[src/rtl/demux1to8by32_hs_pkg.sv]
// Shared defaults and helpers for the handshaked 1-to-N word distributor.
// Port masks are sized for the largest supported fan-out and then sliced by users.
package demux1to8by32_hs_pkg;

  localparam int DEF_WIDTH   = 32;
  localparam int DEF_NUM_OUT = 8;
  localparam int DEF_ADDR_W  = 3;
  localparam int MAX_OUT     = 8;

  // One-hot mask for a destination index; indices beyond MAX_OUT give all zeros.
  function automatic logic [MAX_OUT-1:0] port_mask(input int addr);
    logic [MAX_OUT-1:0] m;
    m = '0;
    for (int i = 0; i < MAX_OUT; i++) begin
      m[i] = (addr == i);
    end
    return m;
  endfunction

endpackage

[src/rtl/hs_skid_reg.sv]
// Generic two-entry skid register: head entry drives the consumer, skid entry absorbs
// one word when the head stalls. push_ready depends only on registered state.
module hs_skid_reg #(
  parameter int DW = 35
) (
  input  logic          clk,
  input  logic          reset_n,
  input  logic          push_valid,
  output logic          push_ready,
  input  logic [DW-1:0] push_data,
  output logic          pop_valid,
  input  logic          pop_ready,
  output logic [DW-1:0] pop_data
);

  logic          h_valid;
  logic          s_valid;
  logic [DW-1:0] h_data;
  logic [DW-1:0] s_data;
  logic          take;

  assign push_ready = ~s_valid;
  assign take       = push_valid & ~s_valid;
  assign pop_valid  = h_valid;
  assign pop_data   = h_data;

  always_ff @(posedge clk or negedge reset_n) begin
    if (!reset_n) begin
      h_valid <= 1'b0;
      s_valid <= 1'b0;
      h_data  <= '0;
      s_data  <= '0;
    end else if (!h_valid || pop_ready) begin
      // Head is free this cycle: the older skid word always goes first.
      if (s_valid) begin
        h_valid <= 1'b1;
        h_data  <= s_data;
        s_valid <= take;
        if (take) begin
          s_data <= push_data;
        end
      end else if (take) begin
        h_valid <= 1'b1;
        h_data  <= push_data;
      end else begin
        h_valid <= 1'b0;
      end
    end else if (take) begin
      s_valid <= 1'b1;
      s_data  <= push_data;
    end
  end

endmodule

[src/rtl/demux1to8by32_hs.sv]
// Handshaked 1-to-NUM_OUT distributor: one producer stream fanned out to the port named
// by each word's address, in strict order, with one-cycle latency and full throughput.
module demux1to8by32_hs
  import demux1to8by32_hs_pkg::*;
#(
  parameter int WIDTH   = DEF_WIDTH,
  parameter int NUM_OUT = DEF_NUM_OUT,
  parameter int ADDR_W  = DEF_ADDR_W
) (
  input  logic               clk,
  input  logic               reset_n,
  input  logic               in_valid,
  output logic               in_ready,
  input  logic [ADDR_W-1:0]  in_addr,
  input  logic [WIDTH-1:0]   in_data,
  output logic [NUM_OUT-1:0] out_valid,
  input  logic [NUM_OUT-1:0] out_ready,
  output logic [WIDTH-1:0]   out_data,
  output logic               drop_err
);

  localparam int EW = ADDR_W + WIDTH;

  logic               acc;
  logic               addr_ok;
  logic               push;
  logic               push_ready;
  logic               fire;
  logic               h_valid;
  logic [EW-1:0]      head_word;
  logic [ADDR_W-1:0]  h_addr;
  logic [MAX_OUT-1:0] head_mask;

  assign addr_ok  = int'(in_addr) < NUM_OUT;
  assign in_ready = push_ready;
  assign acc      = in_valid & push_ready;
  // Out-of-range words complete the handshake but are never stored.
  assign push     = acc & addr_ok;

  hs_skid_reg #(
    .DW(EW)
  ) u_skid (
    .clk        (clk),
    .reset_n    (reset_n),
    .push_valid (push),
    .push_ready (push_ready),
    .push_data  ({in_addr, in_data}),
    .pop_valid  (h_valid),
    .pop_ready  (fire),
    .pop_data   (head_word)
  );

  assign h_addr    = head_word[EW-1:WIDTH];
  assign out_data  = head_word[WIDTH-1:0];
  assign head_mask = port_mask(int'(h_addr));

  genvar gi;
  generate
    for (gi = 0; gi < NUM_OUT; gi++) begin : g_port
      assign out_valid[gi] = h_valid & head_mask[gi];
    end
  endgenerate

  // Only the addressed consumer can advance the head.
  assign fire = |(out_valid & out_ready);

  always_ff @(posedge clk or negedge reset_n) begin
    if (!reset_n) begin
      drop_err <= 1'b0;
    end else begin
      drop_err <= acc & ~addr_ok;
    end
  end

endmodule

[config.mk]
export PLATFORM = sky130hd
export DESIGN_NAME = demux1to8by32_hs
export DESIGN_NICKNAME = d
export VERILOG_FILES = /design/src/rtl/demux1to8by32_hs_pkg.sv /design/src/rtl/hs_skid_reg.sv /design/src/rtl/demux1to8by32_hs.sv
export SDC_FILE = /design/constraint.sdc
export NUM_CORES = 1
export LEC_CHECK = 0
export CAP_MARGIN = 25
export CELL_PAD_IN_SITES_DETAIL_PLACEMENT = 0
export CELL_PAD_IN_SITES_GLOBAL_PLACEMENT = 1
export CORE_MARGIN = 8
export CORE_UTILIZATION = 30
export DETAILED_ROUTE_END_ITERATION = 10
export PLACE_DENSITY = 0.64
export RECOVER_POWER = 25
export SLEW_MARGIN = 0
export SYNTH_ARGS = -nofsm -noshare
export SYNTH_HDL_FRONTEND = slang
export SYNTH_SLANG_ARGS = --single-unit
[constraint.sdc]
create_clock -name clk -period 4.9 [get_ports clk]
set_clock_uncertainty 0.05 [all_clocks]
set_input_delay 0.98 -clock clk [delete_from_list [all_inputs] [get_ports clk]]
set_output_delay 0.98 -clock clk [all_outputs]
set_load 0.02 [all_outputs]
==> summary.txt <==
Outcome
  • Outcome: finished, violations left
  • Violations in the final reports: max-capacitance violations, max-slew violations

Floorplanning
  • I/O pin count: 88
  • Die extent in y: 126 µm
  • Site Rows: 40
  • Floorplan die width: between 100 and 150 µm
  • Initial cell density of the core: 0.304
  • Core box area: 0.0119 mm²
  • Die Outline Area: roughly 0.016 mm²

Critical path
  • Crit path max fanout: 36
  • Largest incremental delay on the critical path: 560 ps
  • Critical-path cell with the highest stage delay: nand2_4
  • Arrival @ worst endpoint: 3320 ps
  • Critical path's top delay family: simple AND/OR/NAND/NOR gates
  • Nature of the critical path startpoint: input port
  • Worst Path Required: slightly above 5000 ps
  • Setup CP Type: input port to register
  • Critical path buffer and inverter count: 2
  • Ordered list of cells on the worst path: clkdlybuf4s50_1 > or4b_1 > nand3_1 > nor4_4 > buf_4 > nand2_4 > mux2_2
  • Endpoint type of the worst setup path: register

Synth
  • Dominant combinational cell family by area after synthesis: simple AND/OR/NAND/NOR gates
  • Post-synthesis sequential element count: 72
  • Synthesized Nets: approximately 390
  • Fraction of the mapped netlist area in compound gates: 0.0519
  • Average footprint of a synthesized cell: 10.6 µm²
  • Arithmetic-cell share of the synthesized area counting full adders, half adders and majority gates: 0
  • Synth Instances: 342
  • Count of warnings emitted by yosys: 0
  • Top cells by area, synth: dfrtp_1, nand3_1, mux2_4, buf_4, o21ai_0
  • Post-synth ARST share: 1.00
  • Number of synthesized flops with an enable pin: 0
  • Unique cell type count in the Yosys netlist: 26
  • Synthesized cell area: roughly 0.0036 mm²
  • Share of synthesized area occupied by flip-flops and latches: 0.498
  • Largest area contributor in the synthesized netlist: dfrtp_1
  • Commonest register cell after synthesis: dfrtp_1
  • Post-synth top area share: 0.498
  • Xor/xnor cell area share of the yosys netlist: 0
  • Simple-gate share of the synthesized area: 0.194
  • Multiplexer share of the synthesized area: 0.143

Drt
  • Number of vias per cell after detailed routing: 4.86
  • Vias after detailed routing: between 2,000 and 3,000
  • Remaining antenna violation count after routing: 0
  • Routed WL per cell: 16.9 µm
  • DR DRC count: 0
  • Sum of routed wire length over all layers: ~9000 µm
  • Drt first pass iters: 4
  • Iteration-0 DRC Markers: 155

CTS
  • Cts bufs inserted: 9
  • Buffer depth of the longest clock path: 2
  • Latest clock arrival within the worst-skew pair: 330 ps
  • Post-CTS setup buffer count: 0
  • Clock-pin slew reported for the worst setup and hold paths after clock tree synthesis: 50 ps
  • Root Driver: clkbuf_16
  • Number of gates resized after CTS: 0
  • CTS tree: yes
  • H-tree depth: 3
  • Clock Sinks: 72
  • Number of buffers added to fix hold violations after cts: 0

Pwr
  • Maximum VDD drop: 0.000336 V
  • Pwr per Cell Area: between 700 and 800 mW/mm²
  • Leakage component of the power: 2.05 nW
  • Total power draw: 3.72 mW

Cells and area
  • Util after Layout: 0.397
  • Area growth from synthesis to final layout: 30.6%
  • Finished Cell Area: roughly 0.0047 mm²
  • Share of layout cells above drive strength 1: 0.158
  • N_diodes: 0
  • Total number of nets in the final design: 428

Global route
  • Number of global-route vias before repair: about 2,800
  • First-pass GRT wire length: between 15,000 and 20,000 µm
  • Largest net degree at the start of global routing: 73
  • Aggregate global-route resource usage: 0.119
  • Antenna violations before repair: 0
  • GRT Residual Overflow: 0

Placement
  • Final HPWL from detailed placement: 5450 µm
  • Placer's final routability congestion estimate: 0.690
  • IO Port Bufs: 86
  • Worst Setup Slack post-DPL: 1370 ps
  • Placed cell area: 0.00430 mm²

STA
  • Number of max-slew violations in the final report: 29
  • Final hold violation count: 0
  • Worst slew slack as a fraction of its limit: -0.146
  • Number of endpoints failing setup at the final stage: 0
  • Min cycle time layout: 3150 ps
  • Unrepaired setup endpoints after global routing: false
  • Fmax achieved: 318 MHz
  • Period utilisation layout: 0.642
  • Total Neg Setup Slack: 0 ps
  • PnR worst setup slack: roughly 1800 ps
  • Slew at the pin closest to its max-slew limit: ~1700 ps

Min path
  • Hold Path Class: register to register

Flow run
  • Maximum capacitance violations: 1
[kinds of logic (layout without fill, tap and decap cells)]
group	after synthesis	count (layout)
buffers and inverters	62	107
multiplexers	36	36
flip-flops	72	72
other	1	1
AND/OR/NAND/NOR	134	134
AO/OA/AOI/OAI	37	37
[stage by stage]
stage / hold WS, ps / cells
3_3_place_gp: 438 / 517
6_report: 453 / 534
3_5_place_dp: 443 / 517
4_1_cts: 458 / 533
2_1_floorplan: 420 / 342
5_1_grt: 466 / 534
[tightest hold or removal path: stages (launching register included)]
cell	delay, ps
dfrtp_1	340
nand3_1	70
nand3_1	60
[power by group]
group	switching (mW)	total, mW	leakage (nW)	internal [mW]
logic	0.905	1.71	0.982	0.808
clock network	0.252	0.880	0.196	0.628
registers	0.225	1.13	0.869	0.903
total	1.38	3.72	2.05	2.34
[per-layer routing]
layer / vias to the layer above / routed length, µm / track usage
met2: 66 / 4170 / 0.187
met5: - / 0 / 0
met1: 1271 / 4200 / 0.145
li1: 1252 / - / -
met3: 7 / 521 / 0.0536
met4: 0 / 116 / 0.0297
[layout by cell type (no fill, tap or decap), types with 2 or more instances in the layout]
cell type        netlist  layout
buf_4                 33       3
bufinv_16              0       5
clkbuf_16              0       9
clkbuf_8               0       2
clkdlybuf4s50_1        0      85
dfrtp_1               72      71
mux2_2                 5       5
mux2_4                30      30
nand2_1                3       3
nand2b_1               4       4
nand3_1              106     106
nand3b_1               4       4
nor2_1                 9       8
nor3_1                 2       2
o21ai_0               35      35
[flip-flops by register name, summed over array words and instances (netlist names)]
register,count
u_skid.s_valid,1
u_skid.pop_valid,1
u_skid.s_data,35
u_skid.pop_data,35
[worst paths after layout]
kind | slack (ps) | from | end | cells after the start
max | 1750 | out_ready[0] | u_skid.s_data[0]$_DFFE_PN0P_ | 7
min | 450 | u_skid.s_data[2]$_DFFE_PN0P_ | u_skid.pop_data[2]$_DFFE_PN0P_ | 2
max reg2reg | 2220 | u_skid.pop_data[34]$_DFFE_PN0P_ | u_skid.pop_data[30]$_DFFE_PN0P_ | 6
min reg2reg | 450 | u_skid.s_data[2]$_DFFE_PN0P_ | u_skid.pop_data[2]$_DFFE_PN0P_ | 2
max in group asynchronous | 2760 | reset_n | u_skid.pop_data[20]$_DFFE_PN0P_ | 1
min in group asynchronous | 1040 | reset_n | u_skid.pop_data[6]$_DFFE_PN0P_ | 1
[synthesized netlist by cell type (4+ instances only)]
library cell / instances
nor2_1: 9
nand3_1: 106
o21ai_0: 35
nand3b_1: 4
buf_6: 5
buf_2: 9
clkbuf_1: 11
nand2b_1: 4
dfrtp_1: 72
buf_4: 33
mux2_4: 30
mux2_2: 5
[final cells by class]
cell class	instances	area, µm²
clock inverter	5	150
inverter	1	3.75
clock buffer	11	253
sequential	72	1800
fill	1172	7190
tap	147	184
multi-input combinational	208	1430
timing repair buffer	90	905
Note: power is estimated with default switching activity, not from simulation.
